==> src/rtl/alarm_controller.sv <==
// alarm_controller -- policy block of the keypad security system.
// Takes decoded key events and the door breach level and runs the
// arm/disarm state machine, entry delay, wrong-code lockout and alerts.
// Optional feature: define DURESS_CODE_EN to add a DURESS_CODE parameter.
// That code disarms or arms like the real code and silently raises
// alert_authorities.
module alarm_controller #(
    parameter int          CODE_LEN       = 4,
    parameter logic [31:0] PASSCODE       = 32'h0000_1865,
`ifdef DURESS_CODE_EN
    parameter logic [31:0] DURESS_CODE    = 32'h0000_1866,
`endif
    parameter int          ENTRY_DELAY    = 100,
    parameter int          MAX_ATTEMPTS   = 3,
    parameter int          LOCKOUT_CYCLES = 1000,
    parameter int          BLINK_LOG2     = 4
) (
    input  logic       clk,
    input  logic       rst,
    input  logic       key_valid,
    input  logic [3:0] key_code,
    input  logic       is_breach,
    output logic       is_enabled,
    output logic       led,
    output logic       alert_authorities,
    output logic       locked_out,
    output logic [3:0] digit_count
);

    localparam int CODE_W = 4 * CODE_LEN;
    localparam int ET_W   = (ENTRY_DELAY > 1) ? $clog2(ENTRY_DELAY) : 1;
    localparam int LT_W   = $clog2(LOCKOUT_CYCLES + 1);
    localparam int AT_W   = $clog2(MAX_ATTEMPTS + 1);

    typedef enum logic [1:0] {
        DISARMED,
        ARMED,
        ENTRY,
        ALARM
    } state_t;

    state_t                  state_q, state_d;
    logic [CODE_W-1:0]       buf_q, buf_d;
    logic [3:0]              digit_cnt_q, digit_cnt_d;
    logic [AT_W-1:0]         attempt_q, attempt_d;
    logic [LT_W-1:0]         lock_tmr_q, lock_tmr_d;
    logic                    locked_q, locked_d;
    logic [ET_W-1:0]         entry_tmr_q, entry_tmr_d;
    logic [BLINK_LOG2-1:0]   blink_q, blink_d;
    logic                    alert_q, alert_d;

    logic [CODE_W-1:0]       code_word;
    logic                    code_ok;
    logic                    code_bad;
`ifdef DURESS_CODE_EN
    logic                    duress_hit;
`endif

    // Key buffering and code evaluation on the CODE_LEN-th accepted digit.
    // NOTE: every signal driven here gets a default first, so no path can
    // leave it unassigned and infer a latch.
    always_comb begin
        buf_d       = buf_q;
        digit_cnt_d = digit_cnt_q;
        code_ok     = 1'b0;
        code_bad    = 1'b0;
`ifdef DURESS_CODE_EN
        duress_hit  = 1'b0;
`endif
        code_word   = (buf_q << 4) | CODE_W'(key_code);
        if (key_valid && !locked_q) begin
            if (key_code <= 4'd9) begin
                if (digit_cnt_q == 4'(CODE_LEN - 1)) begin
                    buf_d       = '0;
                    digit_cnt_d = '0;
                    if (code_word == PASSCODE[CODE_W-1:0]) begin
                        code_ok = 1'b1;
`ifdef DURESS_CODE_EN
                    end else if (code_word == DURESS_CODE[CODE_W-1:0]) begin
                        code_ok    = 1'b1;
                        duress_hit = 1'b1;
`endif
                    end else begin
                        code_bad = 1'b1;
                    end
                end else begin
                    buf_d       = code_word;
                    digit_cnt_d = digit_cnt_q + 4'd1;
                end
            end else if (key_code == 4'hA) begin
                buf_d       = '0;
                digit_cnt_d = '0;
            end
        end
    end

    // Consecutive wrong-code counting and the keypad lockout timer.
    always_comb begin
        attempt_d  = attempt_q;
        locked_d   = locked_q;
        lock_tmr_d = lock_tmr_q;
        if (locked_q) begin
            lock_tmr_d = lock_tmr_q - LT_W'(1);
            if (lock_tmr_q == LT_W'(1)) begin
                locked_d = 1'b0;
            end
        end
        if (code_ok) begin
            attempt_d = '0;
        end else if (code_bad) begin
            if (attempt_q + AT_W'(1) == AT_W'(MAX_ATTEMPTS)) begin
                attempt_d  = '0;
                locked_d   = 1'b1;
                lock_tmr_d = LT_W'(LOCKOUT_CYCLES);
            end else begin
                attempt_d = attempt_q + AT_W'(1);
            end
        end
    end

    // Arm/disarm state machine; a valid code always wins over breach or expiry.
    always_comb begin
        state_d     = state_q;
        entry_tmr_d = entry_tmr_q;
        blink_d     = blink_q + BLINK_LOG2'(1);
        alert_d     = alert_q;
        case (state_q)
            DISARMED: begin
                if (code_ok) begin
                    state_d = ARMED;
                    alert_d = 1'b0;
                end
            end
            ARMED: begin
                if (code_ok) begin
                    state_d = DISARMED;
                end else if (is_breach) begin
                    state_d     = ENTRY;
                    entry_tmr_d = ET_W'(ENTRY_DELAY - 1);
                    blink_d     = '0;
                end
            end
            ENTRY: begin
                if (code_ok) begin
                    state_d = DISARMED;
                end else if (entry_tmr_q == '0) begin
                    state_d = ALARM;
                    alert_d = 1'b1;
                end else begin
                    entry_tmr_d = entry_tmr_q - ET_W'(1);
                end
            end
            ALARM: begin
                alert_d = 1'b1;
                if (code_ok) begin
                    state_d = DISARMED;
                end
            end
            default: state_d = DISARMED;
        endcase
`ifdef DURESS_CODE_EN
        if (duress_hit) begin
            alert_d = 1'b1;
        end
`endif
    end

    // State registers with synchronous active-low reset.
    // NOTE: flops use non-blocking assignments so every register samples the
    // pre-edge values regardless of statement order.
    always_ff @(posedge clk) begin
        if (!rst) begin
            state_q     <= DISARMED;
            buf_q       <= '0;
            digit_cnt_q <= '0;
            attempt_q   <= '0;
            lock_tmr_q  <= '0;
            locked_q    <= 1'b0;
            entry_tmr_q <= '0;
            blink_q     <= '0;
            alert_q     <= 1'b0;
        end else begin
            state_q     <= state_d;
            buf_q       <= buf_d;
            digit_cnt_q <= digit_cnt_d;
            attempt_q   <= attempt_d;
            lock_tmr_q  <= lock_tmr_d;
            locked_q    <= locked_d;
            entry_tmr_q <= entry_tmr_d;
            blink_q     <= blink_d;
            alert_q     <= alert_d;
        end
    end

    assign is_enabled        = (state_q != DISARMED);
    assign led               = (state_q == ARMED) ||
                               (((state_q == ENTRY) || (state_q == ALARM)) && blink_q[BLINK_LOG2-1]);
    assign alert_authorities = alert_q;
    assign locked_out        = locked_q;
    assign digit_count       = digit_cnt_q;

endmodule

==> config.mk <==
export PLATFORM = sky130hd
export DESIGN_NAME = alarm_controller
export DESIGN_NICKNAME = d
export VERILOG_FILES = /design/src/rtl/alarm_controller.sv
export SDC_FILE = /design/constraint.sdc
export NUM_CORES = 1
export LEC_CHECK = 0
export ABC_AREA = 0
export ABC_CLOCK_PERIOD_IN_PS = 1750
export CAP_MARGIN = 5
export CORE_AREA = 2 2 73 75
export CTS_CLUSTER_DIAMETER = 100
export DETAILED_ROUTE_END_ITERATION = 8
export DIE_AREA = 0 0 75 77
export PLACE_DENSITY = 0.72
export SETUP_SLACK_MARGIN = 0.15
export SLEW_MARGIN = 20
export SYNTH_ARGS = -nofsm -noshare
export SYNTH_HDL_FRONTEND = slang
export SYNTH_SLANG_ARGS = --single-unit
==> constraint.sdc <==
create_clock -name clk -period 1.75 [get_ports clk]
set_clock_uncertainty 0.1 [all_clocks]
set_input_delay 0.175 -clock clk [delete_from_list [all_inputs] [get_ports clk]]
set_output_delay 0.175 -clock clk [all_outputs]
set_load 0.1 [all_outputs]
==> flow_summary_export.csv <==
group,metric,value,unit
yosys,yosysWarnings,0,
yosys,synthDistinctLibCells,54,
die,io_pins,16,
setup_path,reg2reg_to,"entry_tmr_q[6]",
detailed_routing,drt_iter0_markers,84,
detailed_routing,viasPerCell,5.49,
yosys,synth_area,2160,um^2
yosys,synthFlopType,"dfxtp_1",
power_and_ir_drop,powerDensity,641,nW/um^2
power_and_ir_drop,power,0.00210,W
cells_and_area,area_growth,51.7,%
run,maxCapViolCount,0,
clocking,cts-root-buf,"clkbuf_8",
cells_and_area,finalInstanceArea,3270,um^2
die,core_area,4980,um^2
cells_and_area,layout_commonest_cell,"buf_4",
cells_and_area,multi_input_area,1500,um^2
setup_path,end_kind,"flip-flop",
yosys,synth_area_leaders,"dfxtp_1, mux2i_1, nor2_1",
clocking,clkSinkCount,43,
sta,fin_ws,0.0306,ns
detailed_routing,ant_nets,0,
yosys,synth_top_area_share,39.9,%
power_and_ir_drop,ir_worst_vdd,686,uV
placed_design,place.gp.congestion,0.854,
detailed_routing,finalWirelength,5440,um
clocking,cts_htree_levels,2,
sta,slew_headroom,73.1,%
cells_and_area,final_cell_mix,"buf_4, dfxtp_1, mux2i_1, buf_12, dfxtp_2",
yosys,seq_area_frac_synth,39.9,%
clocking,cts_buffers,5,
global_routing,grt_pass1_wl,8690,um
setup_path,critical_path_class,"reg -> reg",
die,rows,26,
sta,worstMarginPinSlew,0.401,ns
clocking,cts_buffer_depth,2,
run_status,status,"completed",
cells_and_area,final_layout_size_suffix_gt1_share,47.6,%
setup_path,r2r_cells,6,
die,die_x,75,um
power_and_ir_drop,leakage,1.31,nW
detailed_routing,drcViolationCount,0,
yosys,synth_seq_cells,43,
placed_design,placed_area,2830,um^2
yosys,async_flop_share,0,%
yosys,synth_fp_nets,241,
setup_path,worst-endpoint-required,1.90,ns
yosys,synthSimpleGateAreaFrac,25.1,%
cells_and_area,diodes,0,
yosys,synthMuxAreaShare,5.63,%
global_routing,grt_pass1_vias,1930,
yosys,synth_top_family_by_area,"simple AND/OR/NAND/NOR gates",
detailed_routing,via_count,1966,
setup_path,critPathCapture,"entry_tmr_q[6]",
setup_path,crit_fanout,6,
yosys,synth_compound_area_share,16.3,%
yosys,netlist_instances,227,
sta,max_freq,0.582,GHz
die,die-area,5780,um^2
global_routing,globalRouteOverflowTotal,0,
sta,period_minus_slack,1.72,ns
clocking,cts_tree,"built",
placed_design,hpwl,3440,um
clocking,clock_latency,0.29,ns
yosys,synth_area_leader_cell,"dfxtp_1",
min_path,hold_class,"in -> reg",
yosys,postSynthAreaPerCell,9.50,um^2
global_routing,grt_usage,19.2,%
die,die-height,77,um
global_routing,grt_max_degree,21,
yosys,synth_adder_area_share,3.48,%
setup_path,cp-startpoint,"buf_q[3]",
sta,fin_crit_sh,98.3,%
detailed_routing,dr.pass1.iters,4,
cells_and_area,regArea,887,um^2
cells_and_area,nets,301,
sta,report.final.slew_viol_count,0,
cells_and_area,fill_cells,378,
global_routing,antenna_found_initial,0,
die,start_util,43.3,%
sta,rsz0062_at_grt,"yes",
setup_path,r2r_setup_slack,0.03,ns
setup_path,rr_startpoint,"buf_q[3]",
placed_design,numPortBuffers,15,
setup_path,worst-endpoint-arrival,1.86,ns
clocking,holdBufCountCts,0,
sta,hold_violations,0,
yosys,synth_edf_count,0,
setup_path,start_kind,"flip-flop",
placed_design,pre_cts_ws,-0.513,ns
clocking,clkTransAtPathRegs,0.08,ns
sta,setup_violations,0,
yosys,synth_xor_area_share,5.68,%
detailed_routing,wl_per_cell,15.2,um
sta,fin_tns_setup,0,ns
-- state kept, by name, summed over array words and instances, names as in the netlist --
name and count:
digit_count 4, entry_tmr_q 7, attempt_q 2, locked_out 1, buf_q 12, state_q 2
alert_authorities 1, blink_q 4, lock_tmr_q 10
-- cells in the mapped netlist, drive strengths merged (3+ instances only) --
cell,n
nand4,3
or4b,3
mux2i,11
o221a,4
a211oi,3
clkbuf,7
nand2,8
a21oi,7
nor4b,6
buf,5
nand4b,5
nand2b,3
o21ai,9
nor2,21
a22oi,6
nor3b,4
a21boi,7
inv,7
xor2,6
dfxtp,43
nor2b,3
ha,6
xnor2,8
nand3,5
and3,5
nor3,3
-- stage by stage --
stage	utilization (%)	hold slack, ns	cells
after floorplan	-	0.220	227
after global placement	56.9	0.341	342
after detailed placement	56.9	0.353	342
after CTS	62.9	0.366	354
after global routing	65.8	0.319	358
final	65.8	0.298	358
-- worst min path at each step --
stage	cells past startpoint	to	startpoint
global placement	1	blink_q[0]	blink_q[0]
floorplan	2	state_q[1]	is_breach
CTS	1	blink_q[0]	blink_q[0]
detailed placement	1	blink_q[0]	blink_q[0]
finish	3	buf_q[2]	key_code[2]
global route	3	buf_q[2]	key_code[2]
-- where the power goes --
part	internal, W	switching, W
registers	0.000991	0.0000130
logic	0.000110	0.000119
clock network	0.000513	0.000353
-- worst max-delay path, stage by stage (launching register included) --
cell	delay, ns
dfxtp_1	0.34
nor4b_2	0.42
nand4_1	0.19
buf_6	0.18
o21ai_2	0.13
buf_6	0.14
o221a_4	0.17
-- repair_timing --
action	in CTS	in global routing
setup endpoints to repair	41	41
pin swaps	10	6
setup buffers	3	4
cloned	1	0
gates resized for setup	39	31
-- layer usage --
layer | track usage, % | vias to the layer above | part of all wire (%)
li1 | - | 963 | -
met1 | 24.3 | 962 | 44
met2 | 31.7 | 35 | 52
met3 | 4.07 | 6 | 3.0
met4 | 6.25 | 0 | 1.1
met5 | 0 | - | 0
-- area by class of cell --
| type | count | area share [%] |
|---|---|---|
| Sequential cell | 43 | 27.1 |
| Multi-Input combinational cell | 166 | 45.9 |
| Tap cell | 70 | 2.68 |
| Clock inverter | 1 | 0.917 |
| Timing Repair Buffer | 64 | 19.6 |
| Inverter | 7 | 0.803 |
| Clock buffer | 7 | 2.98 |
-- kinds of logic (layout without fill, tap and decap cells) --
group	after synthesis	in the layout
simple gates	83	84
compound gates	50	50
flops	43	43
buf+inv	19	79
xor+xnor	14	14
mux	12	12
fa+ha+maj	6	6
(Power assumes the default switching activity.)
